==> config.mk <==
export PLATFORM = sky130hd
export DESIGN_NAME = memif_copy_dma
export DESIGN_NICKNAME = d
export VERILOG_FILES = /design/src/rtl/memif_dma_pkg.sv /design/src/rtl/memif_copy_dma.sv
export SDC_FILE = /design/constraint.sdc
export NUM_CORES = 1
export LEC_CHECK = 0
export BUFFER_PORTS_ARGS = -buffer_cell sky130_fd_sc_hd__buf_2
export CORE_AREA = 2 2 182 113
export CTS_BUF_LIST = sky130_fd_sc_hd__clkbuf_2
export CTS_CLUSTER_SIZE = 8
export DETAILED_ROUTE_END_ITERATION = 8
export DIE_AREA = 0 0 184 115
export PLACE_DENSITY = 0.67
export REMOVE_ABC_BUFFERS = 1
export SYNTH_ARGS = -nofsm -noshare
export SYNTH_HDL_FRONTEND = slang
export SYNTH_SLANG_ARGS = --single-unit
==> constraint.sdc <==
create_clock -name g_clk -period 3.1 [get_ports g_clk]
set_clock_uncertainty 0.2 [all_clocks]
set_input_delay 0.155 -clock g_clk [delete_from_list [all_inputs] [get_ports g_clk]]
set_output_delay 0.155 -clock g_clk [all_outputs]
set_load 0.02 [all_outputs]
==> src/rtl/memif_dma_pkg.sv <==
// Shared definitions for the memif copy DMA.
//   - FSM state encoding (plain 3-bit constants, legacy-compatible)
//   - byte strobe used for full-word accesses
//   - per-word address increment
package memif_dma_pkg;

   typedef logic [2:0] dma_state_t;

   localparam dma_state_t ST_IDLE   = 3'd0;
   localparam dma_state_t ST_RD_REQ = 3'd1;
   localparam dma_state_t ST_RD_RSP = 3'd2;
   localparam dma_state_t ST_WR_REQ = 3'd3;
   localparam dma_state_t ST_WR_RSP = 3'd4;

   localparam logic [3:0]  MEMIF_STRB_WORD = 4'hF;
   localparam logic [31:0] WORD_INC        = 32'd4;

endpackage

==> src/rtl/memif_copy_dma.sv <==
// memif_copy_dma: word-copy DMA acting as a REQ-side initiator on the CCX
// memory interface. Reads one word from src, writes it to dst, repeats for
// cfg_len words. Stops on the first error response.
//
// Ports:
//   g_clk, g_resetn        clock, synchronous active-low reset
//   g_clk_req              clock request (busy, start pending or FSM active)
//   cfg_start/src/dst/len  transfer setup; start ignored while busy
//   busy, done, err        status; done/err sticky until next accepted start
//   err_addr, words_left   faulting address, remaining word count
//   memif_*                req/gnt initiator port, responses per RSP_DELAY
//
// state     | meaning
// ----------+-----------------------------------------------------
// IDLE      | waiting for cfg_start
// RD_REQ    | read request to src_ptr held until gnt
// RD_RSP    | read response cycle (RSP_DELAY=1 only), req low
// WR_REQ    | write of buffer to dst_ptr held until gnt
// WR_RSP    | write response cycle (RSP_DELAY=1 only), req low
module memif_copy_dma
   import memif_dma_pkg::*;
#(
   parameter int LEN_W     = 16,
   parameter int RSP_DELAY = 0
) (
   input  logic             g_clk,
   input  logic             g_resetn,
   output logic             g_clk_req,
   input  logic             cfg_start,
   input  logic [31:0]      cfg_src,
   input  logic [31:0]      cfg_dst,
   input  logic [LEN_W-1:0] cfg_len,
   output logic             busy,
   output logic             done,
   output logic             err,
   output logic [31:0]      err_addr,
   output logic [LEN_W-1:0] words_left,
   output logic             memif_req,
   input  logic             memif_gnt,
   output logic             memif_wen,
   output logic [3:0]       memif_strb,
   output logic [31:0]      memif_addr,
   output logic [31:0]      memif_wdata,
   input  logic [31:0]      memif_rdata,
   input  logic             memif_error
);

   localparam logic DLY = (RSP_DELAY != 0);

   dma_state_t  state;
   logic [31:0] src_ptr;
   logic [31:0] dst_ptr;
   logic [31:0] buffer;
   logic [31:0] addr_sel;
   logic        in_req;
   logic        rsp_wr;
   logic        rsp_valid;

   // rsp_valid marks the cycle in which rdata/error belong to our access:
   // the gnt cycle itself, or the dedicated response state one cycle later.
   always_comb begin
      in_req   = (state == ST_RD_REQ) || (state == ST_WR_REQ);
      rsp_wr   = (state == ST_WR_REQ) || (state == ST_WR_RSP);
      if (DLY) begin
         rsp_valid = (state == ST_RD_RSP) || (state == ST_WR_RSP);
      end else begin
         rsp_valid = in_req && memif_gnt;
      end
      addr_sel = rsp_wr ? dst_ptr : src_ptr;
   end

   assign memif_req   = in_req;
   assign memif_wen   = (state == ST_WR_REQ);
   assign memif_strb  = MEMIF_STRB_WORD;
   assign memif_addr  = {addr_sel[31:2], 2'b00};
   assign memif_wdata = buffer;
   assign g_clk_req   = busy | cfg_start | (state != ST_IDLE);

   always_ff @(posedge g_clk) begin
      if (!g_resetn) begin
         state      <= ST_IDLE;
         src_ptr    <= '0;
         dst_ptr    <= '0;
         buffer     <= '0;
         busy       <= 1'b0;
         done       <= 1'b0;
         err        <= 1'b0;
         err_addr   <= '0;
         words_left <= '0;
      end else begin
         case (state)
            ST_IDLE: begin
               if (cfg_start && !busy) begin
                  src_ptr    <= {cfg_src[31:2], 2'b00};
                  dst_ptr    <= {cfg_dst[31:2], 2'b00};
                  words_left <= cfg_len;
                  err        <= 1'b0;
                  if (cfg_len == '0) begin
                     done <= 1'b1;
                     busy <= 1'b0;
                  end else begin
                     done  <= 1'b0;
                     busy  <= 1'b1;
                     state <= ST_RD_REQ;
                  end
               end
            end
            ST_RD_REQ: if (memif_gnt && DLY) state <= ST_RD_RSP;
            ST_WR_REQ: if (memif_gnt && DLY) state <= ST_WR_RSP;
            ST_RD_RSP, ST_WR_RSP: ;
            default: state <= ST_IDLE;
         endcase

         // Response handling overrides the request-state transitions above.
         if (rsp_valid) begin
            if (memif_error) begin
               err      <= 1'b1;
               err_addr <= addr_sel;
               busy     <= 1'b0;
               state    <= ST_IDLE;
            end else if (!rsp_wr) begin
               buffer <= memif_rdata;
               state  <= ST_WR_REQ;
            end else begin
               src_ptr    <= src_ptr + WORD_INC;
               dst_ptr    <= dst_ptr + WORD_INC;
               words_left <= words_left - LEN_W'(1);
               if (words_left == LEN_W'(1)) begin
                  done  <= 1'b1;
                  busy  <= 1'b0;
                  state <= ST_IDLE;
               end else begin
                  state <= ST_RD_REQ;
               end
            end
         end
      end
   end

endmodule

==> results of run 1 <==
-- synth_stat cells, types with 5 or more instances --
master | number | share of area [%]
nand2_1 | 156 | 7.7
dfxtp_1 | 149 | 39
a21oi_1 | 87 | 5.7
nor2_1 | 82 | 4.0
clkbuf_1 | 57 | 2.8
o21ai_0 | 48 | 3.1
nand3_1 | 44 | 2.9
buf_4 | 36 | 3.5
mux2i_1 | 33 | 4.3
mux2_2 | 26 | 3.8
nor3_1 | 24 | 1.6
nand4_1 | 21 | 1.7
and3_1 | 20 | 1.6
nor4_1 | 16 | 1.3
a31oi_1 | 15 | 1.2
inv_1 | 12 | 0.59
a211oi_1 | 11 | 1.1
a311oi_1 | 10 | 1.1
and4_1 | 9 | 1.0
buf_2 | 9 | 0.59
o211ai_1 | 9 | 0.88
buf_1 | 8 | 0.39
xnor2_1 | 8 | 0.92
a32oi_1 | 6 | 0.69
a221oi_1 | 5 | 0.57
a22oi_1 | 5 | 0.49
-- stage by stage --
stage	utilization [%]	setup TNS, ps	hold WS (ps)	instance area (um2)	setup slack, ps
3_5_place_dp	44.9	0	200	8770	644
2_1_floorplan	-	-309440	71.1	7090	-5440
3_3_place_gp	44.9	0	195	8770	650
-- kinds of logic after synthesis --
kind of cell               Yosys count  synth area share [%]
and+or+nand+nor                    399                  24.7
AOI/OAI and AO/OA                  225                  18.1
DFF                                149                  39.0
buffers and inverters              123                  8.06
muxes                               59                  8.15
xor gates and xnor gates            10                  1.15
adders and majority gates            4                 0.655
other                                2                0.0983
==> flow_summary.yaml, run 1 <==
clock_network:
  holdBufCountCts: 282
  post_cts_buffers: 0
  cts_buffers: 17
  cts-resized-gates: 4
  ctsHtreeMaxLevel: 4
  clockBufferDepth: 2
  clock_sinks: 149
  root_buffer: "clkbuf_2"
yosys:
  synth_edf_count: 0
  syn_area_per_cell_um2: 7.87
  synth_area_um2: 7640
  synth_cell_types: 60
  synth_seq_cells: 149
  synth_seq_area_share_pct: 39.0
  async_flop_share_pct: 0
  yosys_warnings: 0
  postSynthCellCount: 971
  ys.flop_type: "dfxtp_1"
placed_design:
  port_buffers: 228
  dp_cells: 1368
  hpwl_um: 18100
  place_congestion: 0.871
die:
  rows: 40
  fp.dieW_um: 184
  num_io_pins: 239
  start_util_pct: 39.2
  fp.dieH_um: 115
status:
  status: "did not finish"
  lastStage: "4_1_cts"
  stop_error: "[ERROR RSZ-0060] Max buffer count reached."
==> inputs of run 2 (changes only) <==
- CORE_AREA: 2 2 182 113 -> 2 2 178 180
- CTS_BUF_LIST: sky130_fd_sc_hd__clkbuf_2 -> default
- CTS_CLUSTER_SIZE: 8 -> default
- DIE_AREA: 0 0 184 115 -> 0 0 180 182
- PLACE_DENSITY: 0.67 -> default
- PLACE_DENSITY_LB_ADDON: default -> 0.15
==> run 2 against run 1 <==
Compared with the run above: the run now ends clean; synthesized cell count unchanged; synthesized area unchanged.
==> flow_summary.yaml, run 2 <==
status:
  status: "completed"
route:
  wl_per_cell_um: 17.4
  route.detailed.drc: 0
  final_antenna_net_count: 0
  vias: 8058
  drt-total-wl_um: 28900
  drtIter0Drc: 542
  first_pass_iters: 5
  via_per_inst: 4.85
timing:
  finalHoldViolations: 0
  rsz0062_at_grt: "false"
  max_freq_ghz: 0.343
  slew-limit-headroom_pct: 58.1
  fin_crit_ps: 2920
  fin_tns_setup_ps: 0
  hold_ws_ps: 253
  timing.final.crit_share_pct: 94.2
  worst_slack_ps: 181
  slew_violations: 0
  final-setup-viol-count: 0
  tightest_slew_ps: 628
yosys:
  synth_seq_cells: 149
  synth_area_um2: 7640
  yosys_warnings: 0
  synth_seq_area_share_pct: 39.0
  yosysMostFrequentCell: "nand2_1"
  ys.flop_type: "dfxtp_1"
  yosysTopAreaCell: "dfxtp_1"
  postSynthCellCount: 971
  synth_cell_types: 60
  synthTopCellsByCount: "nand2_1 (156), dfxtp_1 (149), a21oi_1 (87)"
  syn_area_per_cell_um2: 7.87
  synth_edf_count: 0
  synth_top_cell_area_share_pct: 39.0
  netlist_top_cells_area: "dfxtp_1 (39%), nand2_1 (7.7%), a21oi_1 (5.7%)"
  async_flop_share_pct: 0
die:
  num_io_pins: 239
  core_area_um2: 31000
  fp.dieH_um: 182
  dieArea_um2: 32800
  rows: 65
  fp.dieW_um: 180
  start_util_pct: 24.7
setup_path:
  start_kind: "flip-flop"
  critical_path.endpoint_type: "flip-flop"
  worst-setup-path-type: "flip-flop to flip-flop"
  cp.required_ps: 3260
  regToRegStartpoint: "state[1]"
  cp_max_fo: 31
  crit_start: "state[1]"
  arrival_ps: 3080
final_layout:
  area_delta_synth_final_pct: 40.3
  register_area_um2: 2980
  fillers: 3341
  antenna_cells: 0
  final_layout_size_suffix_gt1_share_pct: 25.5
  fin_cells: 1660
  final_common_cell: "buf_2"
  stdcell_area_um2: 10700
  fin_util_pct: 34.6
  multi_input_area_um2: 4080
  nets: 1366
  final_cell_mix: "buf_2 (228), nand2_1 (156), dfxtp_1 (148)"
pwr:
  leakagePower_nw: 4.35
  total_power_mw: 5.37
  power_density_nw_per_um2: 501
  switchingPower_mw: 1.73
  swShare_pct: 32.3
  power_frac_seq_pct: 40.9
  p_int_mw: 3.64
  power.share.combinational_pct: 18.6
  p_clk_share_pct: 40.5
  vdd_drop_max_v: 0.000294
global_routing:
  grt_max_degree: 74
  grt_pass1_wl_um: 45100
  grt_pass1_vias: 7796
  grt.total_usage_pct: 17.3
  antenna_found_initial: 0
  overflow: 0
clock_network:
  clockBufferDepth: 2
  cts_buffers: 17
  clock_latency_ps: 430
  clock_sinks: 149
  path_clk_slew_ps: 70
  cts_tree: "built"
  post_cts_buffers: 0
  ctsHtreeMaxLevel: 4
  root_buffer: "clkbuf_16"
placed_design:
  pre_cts_slack_ps: 639
  place_area_um2: 8980
  port_buffers: 228
  dp_cells: 1514
  place_congestion: 0.766
  hpwl_um: 19300
worst_hold_path:
  hp-class: "flip-flop to flip-flop"
  hp-start: "memif_wdata[12]"
run:
  maxCapViolCount: 0
run 2: cell counts after synthesis:
No cell type changed its count.
run 2: final timing paths:
| kind | end | slack [ps] | cells past startpoint |
|---|---|---|---|
| setup / recovery | src_ptr[13] | 180 | 7 |
| hold / removal | memif_wdata[12] | 250 | 2 |
| setup reg to reg | src_ptr[13] | 180 | 7 |
| hold reg to reg | memif_wdata[12] | 250 | 2 |
run 2: repair_timing:
action / 4_1_cts / 5_1_grt
setup endpoints to repair: 0 / 1
resized for setup: 0 / 1
hold buffers: 114 / 0
endpoints found under the hold margin: 122 / 0
run 2: final cells by class:
type	count	share of cell area [%]
Clock buffer	18	4.10
Sequential cell	149	27.8
Multi-Input combinational cell	703	38.0
Inverter	12	0.444
Clock inverter	14	1.49
Timing Repair Buffer	362	23.4
Tap cell	402	4.69
run 2: cell families after synthesis:
group / Yosys count / share of synthesized area (%)
AO/OA/AOI/OAI: 225 / 18.1
XOR/XNOR: 10 / 1.15
adder cells (fa/ha/maj): 4 / 0.655
buffers and inverters: 123 / 8.06
flip-flops: 149 / 39.0
multiplexers: 59 / 8.15
other: 2 / 0.0983
AND/OR/NAND/NOR: 399 / 24.7
run 2: per-layer routing:
metal | global-route usage (%) | up-vias | share of wire, %
met5 | 0 | - | 0
met4 | 4.16 | 0 | 1.2
met3 | 2.57 | 15 | 3.7
met2 | 28.2 | 208 | 47
met1 | 24.0 | 3829 | 48
li1 | - | 4006 | -
run 2: worst max-delay path, stage by stage (launching register included):
cell	delay, ps
dfxtp_1	590
and4b_2	380
buf_4	400
nand4_1	350
nor2_1	180
a21oi_1	50
a21oi_1	150
dlygate4sd3_1	550
run 2: power groups by stage:
stage	clock network (mW)	logic, mW	registers [mW]
after detailed placement	0	0.895	2.24
after global placement	0	0.893	2.23
after floorplan	0	0.487	2.23
after global routing	2.33	1.10	2.21
after CTS	2.26	1.01	2.19
final	2.17	0.999	2.19
No activity file was read; power rests on OpenSTA's default activity.
==> inputs of run 3 (changes only) <==
- CORE_AREA: 2 2 178 180 -> 2 2 127 253
- DIE_AREA: 0 0 180 182 -> 0 0 129 255
==> run 3 against run 2 <==
Compared with the run above: sequential power about the same; via count increased by 2.3%; critical path depth decreased by 2; utilization decreased by 0.19 points; power about the same; register-to-register slack improved by 370 ps; critical endpoint is now memif_addr[11]; largest power group unchanged; highest routed layer unchanged.
==> flow_summary.yaml, run 3 (synthesis gave the netlist of run 2 again) <==
final_layout:
  area_delta_synth_final_pct: 40.4
  fillers: 3302
  fin_cells: 1678
  multi_input_area_um2: 4080
  antenna_cells: 0
  nets: 1364
  final_common_cell: "buf_2"
  final_layout_size_suffix_gt1_share_pct: 25.3
  stdcell_area_um2: 10700
  final_cell_mix: "buf_2 (228), nand2_1 (156), dfxtp_1 (149)"
  register_area_um2: 2980
timing:
  hold_ws_ps: 2.63
  fin_crit_ps: 2710
  worst_slack_ps: 385
  rsz0062_at_grt: "false"
  slew-limit-headroom_pct: 24.1
  tightest_slew_ps: 1140
  max_freq_ghz: 0.368
  slew_violations: 0
  final-setup-viol-count: 0
  finalHoldViolations: 0
  timing.final.crit_share_pct: 87.6
setup_path:
  start_kind: "flip-flop"
  critPathSlowestCell: "dfxtp_1"
  cp.required_ps: 2740
  max_stage_delay_ps: 700
  critPathBufInv: 3
  critical_path.endpoint_type: "primary output"
  regToRegStartpoint: "state[0]"
  crit_start: "state[0]"
  cp_max_fo: 32
  critPathTopFamily: "buffers and inverters"
  rrSetupSlack_ps: 550
  rr_worst_depth: 6
  worst-setup-path-type: "flip-flop to primary output"
  arrival_ps: 2360
  path_cells: "nand2_1, buf_12, inv_1, o21ai_0, buf_2"
  regToRegEndpoint: "src_ptr[23]"
  path_depth: 5
global_routing:
  grt.total_usage_pct: 17.1
  antenna_found_initial: 0
  grt_pass1_vias: 8004
  overflow: 0
  grt_max_degree: 54
  grt_pass1_wl_um: 43800
clock_network:
  clock_sinks: 149
  clockBufferDepth: 2
  cts_tree: "built"
  root_buffer: "clkbuf_16"
  cts_buffers: 17
  clock_latency_ps: 440
  ctsHtreeMaxLevel: 4
  path_clk_slew_ps: 60
  cts-resized-gates: 0
route:
  vias: 8244
  route.detailed.drc: 0
  wl_met2_um: 13700
  wl_per_cell_um: 16.9
  first_pass_iters: 5
  via_per_inst: 4.91
  wl_met1_um: 12800
  top_layer: "met4"
  drtIter0Drc: 458
  met3_length_um: 1410
  drt-total-wl_um: 28400
  final_antenna_net_count: 0
placed_design:
  hpwl_um: 19500
  place_area_um2: 9030
  port_buffers: 228
  pre_cts_slack_ps: 591
  dp_cells: 1537
  place_congestion: 0.803
pwr:
  p_int_mw: 3.78
  p_clk_share_pct: 40.6
  swShare_pct: 29.6
  switchingPower_mw: 1.59
  leakagePower_nw: 4.34
  power_density_nw_per_um2: 501
  power.share.combinational_pct: 18.6
  vdd_drop_max_v: 0.000350
  power_frac_seq_pct: 40.8
die:
  rows: 92
  dieArea_um2: 32900
  num_io_pins: 239
  start_util_pct: 24.5
  fp.dieH_um: 255
  fp.dieW_um: 129
  core_area_um2: 31200
worst_hold_path:
  hp-class: "primary input to flip-flop"
  hp-start: "g_resetn"
  whs_path_depth: 3
  hold_end: "err_addr[22]"
run:
  maxCapViolCount: 0
status:
  status: "completed"
## run 3: timing repair
| action | 4_1_cts | 5_1_grt |
|---|---|---|
| hold endpoints to repair | 112 | 0 |
| hold buffers | 110 | 0 |
| setup buffers | 0 | 0 |
## run 3: worst max-delay path by stage
stage | endpoint | slack [ps]
after floorplan | words_left[14] | -5440
after global placement | src_ptr[23] | 690
after detailed placement | src_ptr[23] | 590
after CTS | memif_addr[11] | 330
after global routing | memif_addr[11] | 250
final | memif_addr[11] | 390
## run 3: power by group through the flow
stage | sequential (mW) | combinational (mW) | clock, mW
3_3_place_gp | 2.23 | 0.885 | 0
6_report | 2.19 | 0.997 | 2.18
5_1_grt | 2.21 | 1.09 | 2.33
4_1_cts | 2.19 | 1.01 | 2.25
3_5_place_dp | 2.23 | 0.892 | 0
2_1_floorplan | 2.23 | 0.487 | 0
## run 3: final cells by class
cell class                 count  share of cell area (%)
clock buffer                  22                    4.42
tap                          423                    4.93
clock inverter                 9                    1.18
timing repair buffer         360                    23.2
sequential                   149                    27.8
inverter                      12                   0.443
multi-input combinational    703                    38.0
## run 3: tightest hold or removal path, stage by stage
cell and delay, ps:
buf_2 110, inv_4 170, nor2_1 150
## run 3: per-stage QoR
step | utilization [%] | power [mW] | TNS, ps
global placement | 29.0 | 3.11 | 0
floorplan | - | 2.72 | -309440
finish | 34.4 | 5.37 | 0
CTS | 34.4 | 5.45 | 0
detailed placement | 29.0 | 3.12 | 0
global route | 34.4 | 5.64 | 0
## run 3: routing by layer
| metal | vias up | GRT usage [%] |
|---|---|---|
| met2 | 303 | 28.3 |
| met4 | 0 | 5.78 |
| met3 | 34 | 3.43 |
| li1 | 3991 | - |
| met5 | - | 0 |
| met1 | 3916 | 22.2 |
==> inputs of run 4 (changes only) <==
- PLACE_DENSITY: default -> 0.55
- PLACE_DENSITY_LB_ADDON: 0.15 -> default
==> run 4 against run 3 <==
Compared with the run above: via count up 0.32%; clock power up 3%; non-clock buffer count up 1; sequential share of layout area about the same; register-to-register slack worse by 310 ps; wire length down 4.9%; maximum frequency down 4.9%; largest power group is now the clock network; clock-buffer cell count down 3; combinational power about the same; final area up 0.23%; largest cell class unchanged.
==> flow_summary.yaml, run 4 (synthesis gave the netlist of run 2 again) <==
status:
  status: "completed"
route:
  vias: 8270
  drtIter0Drc: 612
  route.detailed.drc: 0
  wl_per_cell_um: 16.1
  via_per_inst: 4.92
  drt-total-wl_um: 27000
  final_antenna_net_count: 0
  first_pass_iters: 5
timing:
  rsz0062_at_grt: "false"
  final-setup-viol-count: 0
  max_freq_ghz: 0.350
  fin_crit_ps: 2860
  timing.final.crit_share_pct: 92.1
  finalHoldViolations: 0
  tightest_slew_ps: 1190
  slew_violations: 0
  slew-limit-headroom_pct: 20.8
clock_network:
  clock_sinks: 149
  cts_buffers: 17
  path_clk_slew_ps: 70
  post_cts_buffers: 0
  root_buffer: "clkbuf_16"
  cts_tree: "built"
  ctsHtreeMaxLevel: 4
  clockBufferDepth: 2
  clock_latency_ps: 420
setup_path:
  critPathSlowestCell: "dlygate4sd3_1"
  worst-setup-path-type: "flip-flop to flip-flop"
  regToRegStartpoint: "state[0]"
  cp.required_ps: 3210
  critical_path.endpoint_type: "flip-flop"
  start_kind: "flip-flop"
  path_cells: "nand4b_1, buf_12, nor4_1, buf_4, nand4_1, and3_1, o21a_1, dlygate4sd3_1"
  cp_max_fo: 66
  crit_start: "state[0]"
  max_stage_delay_ps: 540
  arrival_ps: 2960
final_layout:
  multi_input_area_um2: 4080
  final_cell_mix: "buf_2 (228), nand2_1 (156), dfxtp_1 (147)"
  stdcell_area_um2: 10800
  register_area_um2: 2990
  final_common_cell: "buf_2"
  fillers: 3204
  antenna_cells: 0
  final_layout_size_suffix_gt1_share_pct: 25.2
  area_delta_synth_final_pct: 40.8
  nets: 1365
global_routing:
  grt.total_usage_pct: 16.1
  overflow: 0
  grt_pass1_vias: 8063
  grt_max_degree: 121
  antenna_found_initial: 0
  grt_pass1_wl_um: 42400
pwr:
  vdd_drop_max_v: 0.000368
  total_power_mw: 5.44
  leakagePower_nw: 4.35
  power_density_nw_per_um2: 505
run:
  maxCapViolCount: 0
placed_design:
  port_buffers: 228
  place_area_um2: 8980
  place_congestion: 0.827
  hpwl_um: 17900
die:
  start_util_pct: 24.5
  rows: 92
  fp.dieH_um: 255
  core_area_um2: 31200
  num_io_pins: 239
  dieArea_um2: 32900
  fp.dieW_um: 129
worst_hold_path:
  hp-class: "primary input to flip-flop"
  hp-start: "g_resetn"
## run 4: changes by cell type in the layout (fill, tap and decap cells not counted), sizes merged
cell         change
clkinv           -2
clkinvlp         +1
buf              -4
bufinv           +1
inv              +4
dlygate4sd3      +5
clkbuf           -3
## run 4: routing by layer
| layer | track usage, % | vias up | part of all wire [%] |
|---|---|---|---|
| met1 | 21.7 | 3874 | 47 |
| met2 | 26.0 | 371 | 45 |
| met5 | 0 | - | 0 |
| met3 | 3.07 | 21 | 6.3 |
| met4 | 4.66 | 0 | 1.1 |
| li1 | - | 4004 | - |
## run 4: what timing repair did
item	in CTS	in global routing
gates resized for setup	0	2
endpoints found under the hold margin	111	0
endpoints found under the setup margin	0	1
hold buffers	115	0
## run 4: worst paths after layout
| kind | slack, ps | to | cells after the start |
|---|---|---|---|
| min | 30 | src_ptr[17] | 3 |
| min reg2reg | 250 | memif_wdata[30] | 2 |
| max reg2reg | 240 | dst_ptr[16] | 8 |
| max | 240 | dst_ptr[16] | 8 |
## run 4: metrics by stage
stage,hold slack [ps],setup slack [ps],TNS (ps),util (%),std cells
final,29.6,245,0,34.5,1680
after global routing,26.8,124,0,34.5,1680
after CTS,0.136,116,0,34.5,1680
after detailed placement,189,674,0,28.8,1533
after global placement,186,743,0,28.8,1533
after floorplan,71.1,-5440,-309440,-,864
## run 4: worst max-delay path, delay by kind of cell, from the launching register on
kind	cells	cell delay, ps
buffers and inverters	3	960
DFF	1	500
AOI/OAI and AO/OA	1	170
and+or+nand+nor	4	850
## run 4: final cells by class
cell class	count	area share, %
timing repair buffer	361	23.1
clock buffer	19	4.02
inverter	12	0.442
sequential	149	27.8
clock inverter	13	1.81
tap	423	4.92
multi-input combinational	703	37.9
## run 4: power breakdown
group | switching [mW] | leakage, nW | internal, mW
logic | 0.565 | 2.83 | 0.432
clock network | 0.882 | 0.300 | 1.36
registers | 0.162 | 1.21 | 2.03
